**src/rtl/msrv32_pkg.sv**
```systemverilog
// Shared constants for the msrv32 memory path: load width encodings and the
// data-memory access FSM state encoding, reused by the decoder and stage-2 block.
package msrv32_pkg;

    localparam logic [1:0] LOAD_WIDTH_BYTE = 2'b00;
    localparam logic [1:0] LOAD_WIDTH_HALF = 2'b01;
    localparam logic [1:0] LOAD_WIDTH_WORD = 2'b10;

    typedef enum logic [1:0] {
        ST_IDLE = 2'd0,
        ST_REQ  = 2'd1,
        ST_WAIT = 2'd2
    } dmem_state_e;

    // Width 2'b11 is handled as a word access everywhere.
    function automatic logic is_misaligned(input logic [1:0] size, input logic [1:0] lane);
        logic mis;
        case (size)
            LOAD_WIDTH_BYTE: mis = 1'b0;
            LOAD_WIDTH_HALF: mis = lane[0];
            default:         mis = (lane != 2'b00);
        endcase
        return mis;
    endfunction

endpackage

```
**src/rtl/msrv32_load_align.sv**
```systemverilog
// Selects the addressed byte/half/word lane of a read word and sign- or
// zero-extends it to 32 bits for write-back.
module msrv32_load_align
    import msrv32_pkg::*;
(
    input  logic [31:0] i_rdata,
    input  logic [1:0]  i_lane,
    input  logic [1:0]  i_size,
    input  logic        i_unsigned,
    output logic [31:0] o_data
);

    logic [7:0]  w_byte;
    logic [15:0] w_half;

    always_comb begin
        w_byte = i_rdata[7:0];
        case (i_lane)
            2'd0: w_byte = i_rdata[7:0];
            2'd1: w_byte = i_rdata[15:8];
            2'd2: w_byte = i_rdata[23:16];
            2'd3: w_byte = i_rdata[31:24];
            default: w_byte = i_rdata[7:0];
        endcase
        w_half = i_lane[1] ? i_rdata[31:16] : i_rdata[15:0];
    end

    always_comb begin
        o_data = i_rdata;
        case (i_size)
            LOAD_WIDTH_BYTE: o_data = {{24{w_byte[7] & ~i_unsigned}}, w_byte};
            LOAD_WIDTH_HALF: o_data = {{16{w_half[15] & ~i_unsigned}}, w_half};
            default:         o_data = i_rdata;
        endcase
    end

endmodule

```
**src/rtl/msrv32_dmem_access_unit.sv**
```systemverilog
// Issues load/store requests on the data-memory bus (req/gnt/rvalid), stalls the
// pipeline while a transaction is open, and returns aligned load results.
module msrv32_dmem_access_unit
    import msrv32_pkg::*;
#(
    parameter int unsigned TIMEOUT_CYCLES = 255
) (
    input  logic        clk_in,
    input  logic        reset_in,
    input  logic        mem_rd_req_in,
    input  logic        mem_wr_req_in,
    input  logic [31:0] addr_in,
    input  logic [31:0] wr_data_in,
    input  logic [1:0]  load_size_in,
    input  logic        load_unsigned_in,
    input  logic [4:0]  rd_addr_in,
    output logic        dmem_req_out,
    output logic        dmem_we_out,
    output logic [31:0] dmem_addr_out,
    output logic [31:0] dmem_wdata_out,
    output logic [3:0]  dmem_wmask_out,
    input  logic        dmem_gnt_in,
    input  logic        dmem_rvalid_in,
    input  logic [31:0] dmem_rdata_in,
    output logic        stall_out,
    output logic        load_valid_out,
    output logic [31:0] load_data_out,
    output logic [4:0]  load_rd_addr_out,
    output logic        misaligned_out,
    output logic        bus_err_out
);

    localparam int CNT_W = $clog2(TIMEOUT_CYCLES + 1);

    dmem_state_e r_state;
    dmem_state_e w_state_nxt;

    logic [CNT_W-1:0] r_tmo_cnt;
    logic        r_we;
    logic [31:0] r_addr;
    logic [31:0] r_wdata;
    logic [3:0]  r_wmask;
    logic [1:0]  r_size;
    logic        r_unsigned;
    logic [4:0]  r_rd;
    logic        r_load_valid;
    logic [31:0] r_load_data;
    logic [4:0]  r_load_rd;
    logic        r_misaligned;
    logic        r_bus_err;

    logic        w_idle;
    logic        w_req_present;
    logic        w_misaligned;
    logic        w_req_legal;
    logic        w_tmo_hit;
    logic        w_load_done;
    logic        w_tmo_evt;
    logic [3:0]  w_wmask;
    logic [31:0] w_wdata;
    logic [31:0] w_aligned;

    assign w_idle        = (r_state == ST_IDLE);
    assign w_req_present = mem_rd_req_in | mem_wr_req_in;
    assign w_misaligned  = is_misaligned(load_size_in, addr_in[1:0]);
    assign w_req_legal   = w_idle & w_req_present & ~w_misaligned;
    assign w_tmo_hit     = (r_tmo_cnt == CNT_W'(TIMEOUT_CYCLES));

    assign w_load_done = ((r_state == ST_REQ) & dmem_gnt_in & ~r_we & dmem_rvalid_in)
                       | ((r_state == ST_WAIT) & dmem_rvalid_in);
    assign w_tmo_evt   = ((r_state == ST_REQ) & ~dmem_gnt_in & w_tmo_hit)
                       | ((r_state == ST_WAIT) & ~dmem_rvalid_in & w_tmo_hit);

    always_ff @(posedge clk_in) begin
        if (reset_in) r_state <= ST_IDLE;
        else          r_state <= w_state_nxt;
    end

    always_comb begin
        w_state_nxt = r_state;
        case (r_state)
            ST_IDLE: if (w_req_legal) w_state_nxt = ST_REQ;
            ST_REQ: begin
                if (dmem_gnt_in) w_state_nxt = (r_we | dmem_rvalid_in) ? ST_IDLE : ST_WAIT;
                else if (w_tmo_hit) w_state_nxt = ST_IDLE;
            end
            ST_WAIT: if (dmem_rvalid_in | w_tmo_hit) w_state_nxt = ST_IDLE;
            default: w_state_nxt = ST_IDLE;
        endcase
    end

    always_comb begin
        dmem_req_out = (r_state == ST_REQ);
        stall_out    = ~w_idle | w_req_legal;
    end

    // Store lane generation; a store wins when both request flags are set.
    always_comb begin
        w_wmask = 4'b1111;
        w_wdata = wr_data_in;
        case (load_size_in)
            LOAD_WIDTH_BYTE: begin
                w_wmask = 4'b0001 << addr_in[1:0];
                w_wdata = {4{wr_data_in[7:0]}};
            end
            LOAD_WIDTH_HALF: begin
                w_wmask = 4'b0011 << addr_in[1:0];
                w_wdata = {2{wr_data_in[15:0]}};
            end
            default: begin
                w_wmask = 4'b1111;
                w_wdata = wr_data_in;
            end
        endcase
    end

    always_ff @(posedge clk_in) begin
        if (reset_in) begin
            r_we       <= 1'b0;
            r_addr     <= '0;
            r_wdata    <= '0;
            r_wmask    <= '0;
            r_size     <= '0;
            r_unsigned <= 1'b0;
            r_rd       <= '0;
        end else if (w_req_legal) begin
            r_we       <= mem_wr_req_in;
            r_addr     <= addr_in;
            r_wdata    <= mem_wr_req_in ? w_wdata : 32'h0;
            r_wmask    <= mem_wr_req_in ? w_wmask : 4'b0000;
            r_size     <= load_size_in;
            r_unsigned <= load_unsigned_in;
            r_rd       <= rd_addr_in;
        end
    end

    // Idle clears the counter, so it always starts from zero on entry to REQ.
    always_ff @(posedge clk_in) begin
        if (reset_in || w_idle) r_tmo_cnt <= '0;
        else if (!w_tmo_hit)    r_tmo_cnt <= r_tmo_cnt + CNT_W'(1);
    end

    msrv32_load_align u_load_align (
        .i_rdata    (dmem_rdata_in),
        .i_lane     (r_addr[1:0]),
        .i_size     (r_size),
        .i_unsigned (r_unsigned),
        .o_data     (w_aligned)
    );

    always_ff @(posedge clk_in) begin
        if (reset_in) begin
            r_load_valid <= 1'b0;
            r_load_data  <= '0;
            r_load_rd    <= '0;
            r_misaligned <= 1'b0;
            r_bus_err    <= 1'b0;
        end else begin
            r_load_valid <= w_load_done;
            r_misaligned <= w_idle & w_req_present & w_misaligned;
            r_bus_err    <= w_tmo_evt;
            if (w_load_done) begin
                r_load_data <= w_aligned;
                r_load_rd   <= r_rd;
            end
        end
    end

    assign dmem_we_out      = r_we;
    assign dmem_addr_out    = {r_addr[31:2], 2'b00};
    assign dmem_wdata_out   = r_wdata;
    assign dmem_wmask_out   = r_wmask;
    assign load_valid_out   = r_load_valid;
    assign load_data_out    = r_load_data;
    assign load_rd_addr_out = r_load_rd;
    assign misaligned_out   = r_misaligned;
    assign bus_err_out      = r_bus_err;

endmodule

```
**config.mk**
```make
export PLATFORM = sky130hd
export DESIGN_NAME = msrv32_dmem_access_unit
export DESIGN_NICKNAME = d
export VERILOG_FILES = /design/src/rtl/msrv32_pkg.sv /design/src/rtl/msrv32_load_align.sv /design/src/rtl/msrv32_dmem_access_unit.sv
export SDC_FILE = /design/constraint.sdc
export NUM_CORES = 1
export LEC_CHECK = 0
export ABC_CLOCK_PERIOD_IN_PS = 3600
export BUFFER_PORTS_ARGS = -buffer_cell sky130_fd_sc_hd__buf_2
export CORE_ASPECT_RATIO = 0.7
export CORE_UTILIZATION = 51
export DETAILED_ROUTE_END_ITERATION = 16
export PLACE_DENSITY = 0.8
export RECOVER_POWER = 25
export SLEW_MARGIN = 25
export SYNTH_ARGS = -nofsm -noshare
export SYNTH_HDL_FRONTEND = slang
export SYNTH_SLANG_ARGS = --single-unit
```
**constraint.sdc**
```tcl
create_clock -name clk_in -period 3.6 [get_ports clk_in]
set_input_delay 0.18 -clock clk_in [delete_from_list [all_inputs] [get_ports clk_in]]
set_output_delay 0.18 -clock clk_in [all_outputs]
set_load 0.02 [all_outputs]
```
==> summary.txt, run 1 <==
Outcome
  – Outcome: finished, final reports clean

Floorplanning
  – Initial core utilization: between 50% and 60%
  – Die ar.: 0.0115 mm²
  – Die height: around 90 µm
  – Die span in x: roughly 130 µm
  – Ports: roughly 220
  – FP Rows: 31
  – Core area: 0.0106 mm²

Layout
  – Final core occ: 67.4%
  – Multi-input logic area: about 0.0026 mm²
  – Share of layout cells above drive strength 1: 25.8%
  – Diodes inserted: 0
  – Sequential cell area: between 0.002 and 0.003 mm²
  – Area growth from synthesis to layout: 25.6%
  – # nets final: 922
  – FILL cells: 892

Timing
  – Clock Skews: 6.41 ps
  – Final Hold Vio Count: 0
  – Setup Viol. Count Final: 0
  – Fmax: roughly 0.46 GHz
  – Slew headroom: around a third
  – Worst slew pin tran: ~1000 ps
  – Final worst setup slack: 1420 ps
  – Setup TNS: 0 ps
  – Setup repair after global routing missed its margin: no
  – Fin. max-slew vios: 0
  – Crit share post-route: approximately three fifths
  – Period minus WS final: 2180 ps

Placement
  – Dpl hpwl: 11.4 mm
  – IO Port Bufs: between 200 and 250
  – GP Congestion: 0.883
  – Setup slack after placement: 1510 ps

Drt
  – Drt via density: 5.61
  – DR pass1 iterations: 5
  – Starting DRT DRC Count: ~400
  – DRC viols: 0
  – DR vias: 5440
  – Final WL: 16.4 mm
  – Post-DRT Antenna Nets: 0
  – WL/cell: approximately 17 µm

Power
  – Pwr dens: 517 mW/mm²
  – Total power: 3670 µW
  – Leakage power total: roughly 0.0029 µW
  – Peak VDD IR: 0.275 mV

Synth
  – Synth cell count leaders: nand2_1 (128), dfxtp_1 (127), a21oi_1 (72)
  – Post-synth top area cell: dfxtp_1
  – Synth unique cells: 54
  – Syn_area_per_cell: 8.87 µm²
  – FFs w/ async S/R, synth: 0%
  – Number of synthesized register bits: 127
  – Primary FF master, synth: dfxtp_1
  – Cell Area, Synth: about 0.0057 mm²
  – Post-Synthesis Cells: 638
  – EDFF count, synth: 0
  – Largest cells by area after synthesis: dfxtp_1 (45%), nand2_1 (8.5%), a21oi_1 (6.4%)
  – Synth warnings: 0
  – Most frequent cell after synthesis: nand2_1
  – Post-synthesis sequential area ratio: approximately 45%
  – Yosys top cell area share: 44.9%

Global route
  – First-pass GRT wire length: 25.7 mm
  – Overflow after GRT: 0
  – GR Util All Layers: 28.6%
  – Largest net degree at the start of global routing: 63
  – Vias in the first global route: 5185
  – Initial antenna violation count: 0

Clocking
  – Post-CTS sizing: 0
  – TritonCTS clock tree: done
  – Clk Latency, worst-skew pair: ~400 ps
  – Worst-path clk slew: 50 ps
  – Clk buf depth: 2
  – Clock Sinks: 127
  – Clock root buffer: clkbuf_16
  – Number of H-tree levels: 4
  – CTS buffer count: 17

Worst setup path
  – Worst r2r src: r_addr[1]
  – Critical path class: flip-flop to primary output
  – Setup crit start: r_state[1]
  – Slowest stage cell, crit path: o2111ai_4
  – Crit path max fanout: 26
  – Worst Path Buf+Inv: 1
  – Stages on worst setup path: 4
  – Reg2reg path depth: 4
  – Crit start category: flip-flop
  – CP Cell Sequence: nor2_1 > o2111ai_4 > nand2_1 > buf_2
  – Top delay family on crit path: simple AND/OR/NAND/NOR gates
  – Crit end category: primary output
  – Critical Path Max Stage Delay: 470 ps
  – Crit path required time: 3420 ps
  – Worst Path Arrival: 2000 ps

Job
  – Max_cap viols: 0

Worst hold path
  – Hold_sp: addr_in[9]
  – Hold Path Stages: 3
  – Worst Hold Class: primary input to flip-flop
==> routing by layer <==
| layer | up-vias | global-route usage (%) | part of all wire [%] |
|---|---|---|---|
| met4 | 0 | 12.7 | 3.2 |
| li1 | 2598 | - | - |
| met2 | 238 | 45.4 | 46 |
| met3 | 47 | 7.62 | 6.7 |
| met5 | - | 0 | 0 |
| met1 | 2557 | 36.3 | 44 |
==> layout make-up <==
class                      count  share of cell area (%)
tap                          148                    2.60
timing repair buffer         234                    16.8
clock buffer                  18                    6.04
sequential                   127                    35.8
clock inverter                11                    1.71
inverter                       4                   0.211
multi-input combinational    427                    36.9
==> per-stage QoR <==
step,instances,cell area (µm²),hold WS [ps]
2_1_floorplan,639,5670,259
3_3_place_gp,927,6480,421
3_5_place_dp,927,6480,426
4_1_cts,966,7130,0.0920
5_1_grt,969,7110,8.46
6_report,969,7110,7.73
==> power breakdown <==
part	total, µW	internal (µW)	leakage [µW]	switching (µW)
clock	1610	1000	0.000267	607
combinational	538	197	0.00160	341
sequential	1530	1480	0.00103	47.0
==> state kept, by name (all words and copies together), names as in the netlist, 2 cells and up <==
| name | cells |
|---|---|
| load_rd_addr_out | 5 |
| dmem_wdata_out | 32 |
| dmem_wmask_out | 4 |
| r_addr | 32 |
| r_rd | 5 |
| r_state | 2 |
| load_data_out | 32 |
| r_tmo_cnt | 8 |
| r_size | 2 |
==> cell families after synthesis <==
group	Yosys count	share of synthesized area [%]
buffers and inverters	85	9.10
adders and majority gates	1	0.221
DFF	127	44.9
AOI/OAI and AO/OA	186	23.8
xor gates and xnor gates	3	0.464
muxes	28	4.97
other	1	0.0662
and+or+nand+nor	207	16.5
==> repair_timing <==
action	in CTS	in global routing
hold buffers	10	1
setup buffers	0	0
endpoints found under the hold margin	10	1
==> tightest hold or removal path, cell delays in order <==
cell and delay (ps):
buf_2 100, nand2_1 40, a21oi_1 50
==> path summary, 6_finish.rpt <==
kind                       endpoint  slack [ps]
hold reg to reg             r_rd[4]         450
setup reg to reg  load_data_out[23]        1440
setup / recovery          stall_out        1420
hold / removal            r_addr[9]           8
==> cells in the final DEF, fill, tap and decap left out, types with 8 or more instances in the layout <==
cell           netlist  layout
a211oi_1             8       8
a21oi_1             72      72
a22o_1              24      24
buf_2               13     159
clkbuf_1            22      60
clkbuf_16            0      17
dfxtp_1            127     127
dlygate4sd3_1        0      11
mux2i_1             27      27
nand2_1            128     128
nand3b_1            16      16
nor2_1              32      32
o21ai_0              9       9
o2bb2ai_1           20      20
o311ai_0            16      16
Note: power is estimated with default switching activity, not from simulation.
==> inputs of run 2 (changes only) <==
--- a/config.mk
+++ b/config.mk
@@ -5,12 +5,13 @@
 export SDC_FILE = /design/constraint.sdc
 export NUM_CORES = 1
 export LEC_CHECK = 0
-export ABC_CLOCK_PERIOD_IN_PS = 3600
+export ABC_AREA = 1
+export ABC_CLOCK_PERIOD_IN_PS = 1800
 export BUFFER_PORTS_ARGS = -buffer_cell sky130_fd_sc_hd__buf_2
 export CORE_ASPECT_RATIO = 0.7
-export CORE_UTILIZATION = 51
+export CORE_UTILIZATION = 45
 export DETAILED_ROUTE_END_ITERATION = 16
-export PLACE_DENSITY = 0.8
+export PLACE_DENSITY = 0.73
 export RECOVER_POWER = 25
 export SLEW_MARGIN = 25
 export SYNTH_ARGS = -nofsm -noshare
==> constraint.sdc (replaced) <==
create_clock -name clk_in -period 1.8 [get_ports clk_in]
set_input_delay 0.09 -clock clk_in [delete_from_list [all_inputs] [get_ports clk_in]]
set_output_delay 0.09 -clock clk_in [all_outputs]
set_load 0.02 [all_outputs]
==> summary.txt, run 2 <==
Worst setup path
  – Crit start category: flip-flop
  – CP endpoint: stall_out
  – Crit path max fanout: 21
  – Crit end category: primary output
  – Critical Path Max Stage Delay: 420 ps
  – Worst R2R Setup Slack: 310 ps
  – Worst r2r src: r_size[0]
  – Critical path class: flip-flop to primary output
  – Reg2reg path depth: 6
  – Worst Path Arrival: 1620 ps
  – Slowest stage cell, crit path: dfxtp_1
  – CP Cell Sequence: nor2_2 > o21ai_2 > inv_2 > nand2_2 > buf_6 > nand2_1 > buf_2
  – Reg-to-Reg End: load_data_out[25]
  – Crit path required time: 1710 ps
  – Setup crit start: r_state[1]

Layout
  – Area growth from synthesis to layout: 30.4%
  – # nets final: 1295
  – Share of layout cells above drive strength 1: 18.7%
  – Most common cell after layout, fill and taps aside: nand2_1
  – Most frequent cells in the layout: nand2_1 (300), buf_2 (160), nor2_1 (145), dfxtp_1 (127), inv_1 (105)
  – Final instance area: 0.00813 mm²
  – Diodes inserted: 0

Placement
  – Placed instance area: 0.00725 mm²
  – GP Congestion: between 0.9 and 1
  – Dpl hpwl: 12.4 mm
  – IO Port Bufs: 218

Outcome
  – Outcome: finished, final reports clean

Synth
  – Post-Synthesis Cells: 974
  – Cell Area, Synth: 0.00623 mm²
  – EDFF count, synth: 0
  – Post-synthesis sequential area ratio: about two fifths
  – FFs w/ async S/R, synth: 0%
  – Most frequent cell after synthesis: nand2_1
  – Synth unique cells: 26
  – Synth cell count leaders: nand2_1 (302), nor2_1 (146), dfxtp_1 (127)
  – Largest cells by area after synthesis: dfxtp_1 (41%), nand2_1 (18%), nor2_1 (8.8%)
  – Number of synthesized register bits: 127
  – Post-synth top area cell: dfxtp_1
  – Primary FF master, synth: dfxtp_1
  – Yosys top cell area share: slightly above 40%
  – Syn_area_per_cell: 6.40 µm²
  – Synth warnings: 0

Worst hold path
  – Worst Hold Class: primary input to flip-flop

Global route
  – Vias in the first global route: 5910
  – Overflow after GRT: 0
  – First-pass GRT wire length: 28.7 mm
  – Largest net degree at the start of global routing: around 60
  – GR Util All Layers: 25.3%
  – Initial antenna violation count: 0

Job
  – Max_cap viols: 0

Timing
  – Final Hold Vio Count: 0
  – Setup TNS: 0 ps
  – Setup Viol. Count Final: 0
  – Clock Skews: ~9.4 ps
  – Setup repair after global routing missed its margin: no
  – Fmax: 0.586 GHz
  – Crit share post-route: ~95%
  – Period minus WS final: 1710 ps
  – Fin. max-slew vios: 0

Clocking
  – Worst-path clk slew: 60 ps
  – Clk buf depth: 2
  – Clock root buffer: clkbuf_16
  – TritonCTS clock tree: done
  – Setup bufs post-CTS: 0
  – CTS buffer count: 17
  – Clk Latency, worst-skew pair: 410 ps
  – Clock Sinks: 127
  – Number of H-tree levels: 4

Drt
  – WL/cell: ~13 µm
  – Drt via density: 4.71
  – DR vias: 6505
  – Post-DRT Antenna Nets: 0
  – DRC viols: 0
  – Starting DRT DRC Count: 343
  – DR pass1 iterations: 5
  – Final WL: 17.9 mm

Power
  – Clk pwr share: 42.0%
  – Comb power frac: 18.7%
  – Pwr dens: 971 mW/mm²
  – Leakage power total: between 0.004 and 0.005 µW
  – Switching part of the total: 30.6%
  – Switch Pwr: 2420 µW
  – Peak VDD IR: around 0.71 mV
  – P_int: 5480 µW
  – Sequential fraction of design power: 39.2%

Floorplanning
  – FP Rows: 35
  – Die ar.: 0.0143 mm²
  – Die height: 100 µm
  – Die span in x: 143 µm
  – Ports: about 220
  – Core area: 0.0134 mm²
  – Initial core utilization: 46.7%
run 2: changes by cell type after synthesis, sizes merged, moves of 6 or more:
cell / previous run / this run
a22oi: 7 / 0
mux2i: 27 / 0
o21ai: 11 / 70
nand3: 3 / 36
o311ai: 16 / 0
nand2: 128 / 304
nor2: 33 / 150
a211oi: 15 / 0
nand3b: 16 / 8
inv: 4 / 108
a211o: 6 / 0
o2bb2ai: 20 / 0
a22o: 24 / 0
run 2: timing repair:
action,in CTS,in global routing
endpoints found under the setup margin,1,1
hold buffers,37,0
endpoints found under the hold margin,37,0
resized for setup,1,2
run 2: power groups by stage:
stage / Clock (µW) / Sequential [µW] / Combinational (µW)
final: 3320 / 3100 / 1480
after global routing: 3510 / 3120 / 1650
after CTS: 3370 / 3090 / 1490
after detailed placement: 0 / 3150 / 1430
after global placement: 0 / 3150 / 1420
after floorplan: 0 / 3240 / 929
run 2: cell families after synthesis:
logic type      Yosys count  synth area share [%]
flops                   127                  40.8
fa+ha+maj                 1                 0.201
compound gates          146                  11.8
buf+inv                 192                  14.6
other cells               1                0.0601
xor+xnor                  3                 0.422
simple gates            504                  32.1
run 2: area by class of cell:
| type | count | area, µm² |
|---|---|---|
| Fill cell | 1279 | 5230 |
| Multi-Input combinational cell | 656 | 2790 |
| Sequential cell | 127 | 2540 |
| Timing Repair Buffer | 274 | 1590 |
| Clock buffer | 19 | 443 |
| Inverter | 108 | 405 |
| Tap cell | 185 | 231 |
| Clock inverter | 13 | 130 |
run 2: per-layer routing:
metal,vias up,wire (µm),global-route usage [%]
met1,2890,8550,34.1
met5,-,0,0
li1,3380,-,-
met3,19,1530,7.74
met4,0,172,6.37
met2,216,7660,39.4
run 2: per-stage QoR:
step	instances	util (%)	hold slack (ps)	power, µW	setup slack (ps)
after floorplan	975	-	225	4170	447
after global placement	1313	54.3	312	4560	391
after detailed placement	1313	54.3	318	4580	337
after CTS	1382	61.4	15.2	7950	16.6
after global routing	1382	60.9	40.2	8280	12.4
final	1382	60.9	22.1	7890	94.7
run 2: how the worst min path moves through the flow:
stage	start	to	slack, ps	cells past startpoint
6_report	dmem_gnt_in	r_state[0]	20	4
5_1_grt	dmem_gnt_in	r_state[0]	40	4
4_1_cts	dmem_gnt_in	r_state[0]	20	4
3_5_place_dp	addr_in[17]	r_addr[17]	320	3
3_3_place_gp	addr_in[12]	r_addr[12]	310	3
2_1_floorplan	addr_in[10]	r_addr[10]	220	2
run 2: critical path, delay by kind of cell (launching register included):
kind                   cells  cell delay [ps]
buffers and inverters      3              420
DFF                        1              420
and+or+nand+nor            3              250
AOI/OAI and AO/OA          1              120
==> inputs of run 3 (changes only) <==
--- a/config.mk
+++ b/config.mk
@@ -8,8 +8,10 @@
 export ABC_AREA = 1
 export ABC_CLOCK_PERIOD_IN_PS = 1800
 export BUFFER_PORTS_ARGS = -buffer_cell sky130_fd_sc_hd__buf_2
+export CELL_PAD_IN_SITES_DETAIL_PLACEMENT = 0
+export CELL_PAD_IN_SITES_GLOBAL_PLACEMENT = 2
 export CORE_ASPECT_RATIO = 0.7
-export CORE_UTILIZATION = 45
+export CORE_UTILIZATION = 23
 export DETAILED_ROUTE_END_ITERATION = 16
 export PLACE_DENSITY = 0.73
 export RECOVER_POWER = 25
==> summary.txt, run 3 (same netlist as run 2, synthesis figures left out) <==
Outcome
  – Outcome: finished, final reports clean

Drt
  – Final WL: 22.3 mm
  – WL/cell: 14.2 µm
  – DRC viols: 0
  – Post-DRT Antenna Nets: 0
  – DR pass1 iterations: 5
  – Drt via density: 4.10
  – DR vias: 6428
  – Starting DRT DRC Count: 306

Global route
  – GR Util All Layers: 16.2%
  – Largest net degree at the start of global routing: 49
  – Overflow after GRT: 0
  – Initial antenna violation count: 0
  – First-pass GRT wire length: about 34 mm
  – Vias in the first global route: between 6000 and 7000

Timing
  – Fin. max-slew vios: 0
  – Fmax: 0.595 GHz
  – Setup Viol. Count Final: 0
  – Crit share post-route: 93.3%
  – Setup repair after global routing missed its margin: no
  – Slew headroom: 65.4%
  – Worst slew pin tran: 518 ps
  – Period minus WS final: 1680 ps
  – Final Hold Vio Count: 0
  – Clock Skews: between 9 and 10 ps
  – Setup TNS: 0 ps

Clocking
  – CTS buffer count: 17
  – Setup bufs post-CTS: 0
  – Worst-path clk slew: 60 ps
  – Clock Sinks: ~130
  – TritonCTS clock tree: done
  – Clock root buffer: clkbuf_16
  – Number of H-tree levels: 4
  – Clk buf depth: 2
  – Clk Latency, worst-skew pair: 420 ps

Layout
  – Most frequent cells in the layout: nand2_1 (300), buf_2 (159), nor2_1 (145), dfxtp_1 (126), inv_1 (105)
  – Sequential cell area: 0.00255 mm²
  – # nets final: 1302
  – Area growth from synthesis to layout: 35.3%
  – Final instance area: around 0.0084 mm²
  – Share of layout cells above drive strength 1: around a fifth
  – Most common cell after layout, fill and taps aside: nand2_1
  – Post-route insts no fill: 1569
  – Multi-input logic area: 0.00280 mm²
  – FILL cells: 3039

Placement
  – GP Congestion: approximately 0.8
  – Dpl hpwl: 16.3 mm
  – Cells after DPL: 1498
  – IO Port Bufs: 218
  – Placed instance area: 0.00753 mm²

Worst setup path
  – Crit path max fanout: 11
  – Worst Path Buf+Inv: 3
  – CP most frequent cell: nand2_2
  – Critical path class: flip-flop to primary output
  – Top delay family on crit path: buffers and inverters
  – Critical Path Max Stage Delay: 360 ps
  – Worst Path Arrival: 1590 ps
  – Crit start category: flip-flop
  – Crit end category: primary output
  – CP Cell Sequence: nor2_4 > o21ai_2 > inv_2 > nand2_2 > buf_6 > nand2_2 > buf_4
  – Worst R2R Setup Slack: 290 ps
  – Slowest stage cell, crit path: dfxtp_4
  – Crit path required time: 1710 ps

Floorplanning
  – FP Rows: 50
  – Die span in x: ~200 µm
  – Initial core utilization: between 20% and 30%
  – Die height: about 140 µm
  – Die ar.: 0.0278 mm²
  – Ports: 221
  – Core area: about 0.027 mm²

Power
  – Peak VDD IR: 0.611 mV
  – Sequential fraction of design power: 38.4%
  – Pwr dens: 957 mW/mm²
  – Clk pwr share: a little over two fifths
  – P_int: around 5600 µW
  – Leakage power total: 0.00430 µW
  – Comb power frac: 19.1%
  – Switching part of the total: between 30% and 40%
  – Switch Pwr: ~2400 µW

Worst hold path
  – Worst Hold Class: primary input to flip-flop

Job
  – Max_cap viols: 0
run 3: cell types whose count changed in the layout (fill, tap and decap cells not counted), moves of 2 or more:
cell and change:
buf_4 +6, inv_6 -4, clkinv_2 +3, clkbuf_1 +2
run 3: worst paths after layout:
| check | from | to | cells past startpoint |
|---|---|---|---|
| max | r_state[1] | stall_out | 7 |
| min | dmem_rdata_in[19] | load_data_out[19] | 5 |
| max reg2reg | r_size[0] | load_data_out[25] | 6 |
| min reg2reg | dmem_wdata_out[0] | dmem_wdata_out[0] | 2 |
run 3: timing repair:
action | in CTS | in global routing
hold endpoints to repair | 38 | 0
endpoints found under the setup margin | 1 | 1
hold buffers | 38 | 0
gates resized for setup | 3 | 4
run 3: cell type report:
class | instances | area share, %
well taps | 364 | 5.40
multi-input cells | 656 | 33.1
diodes | 1 | 0.0297
repair buffers | 281 | 19.6
clock inverters | 10 | 1.33
clock buffers | 22 | 5.50
inverters | 108 | 4.80
flip-flops and latches | 127 | 30.2
run 3: power groups by stage:
| stage | combinational [µW] | clock, µW | sequential, µW |
|---|---|---|---|
| floorplan | 929 | 0 | 3240 |
| global placement | 1520 | 0 | 3160 |
| detailed placement | 1510 | 0 | 3160 |
| CTS | 1580 | 3550 | 3100 |
| global route | 1710 | 3670 | 3130 |
| finish | 1540 | 3430 | 3100 |
run 3: metal layers:
metal	share of wire, %	global-route usage, %
met1	53	24.3
met2	40	22.4
met3	6.8	4.63
met4	0.82	3.89
met5	0	0
run 3: worst register-to-register path, cell delays in order, from the launching register on:
cell and delay (ps):
dfxtp_1 360, inv_1 80, nor2_2 330, nand2_1 130
nand3_1 110, nand2_2 230, a21oi_1 210
run 3: per-stage QoR:
stage | hold slack [ps] | setup WS [ps] | total power [µW] | util [%]
floorplan | 225 | 447 | 4170 | -
global placement | 312 | 209 | 4670 | 28.3
detailed placement | 316 | 230 | 4670 | 28.3
CTS | 8.59 | 12.7 | 8230 | 31.9
global route | 35.9 | 16.3 | 8510 | 31.7
finish | 33.7 | 120 | 8080 | 31.7
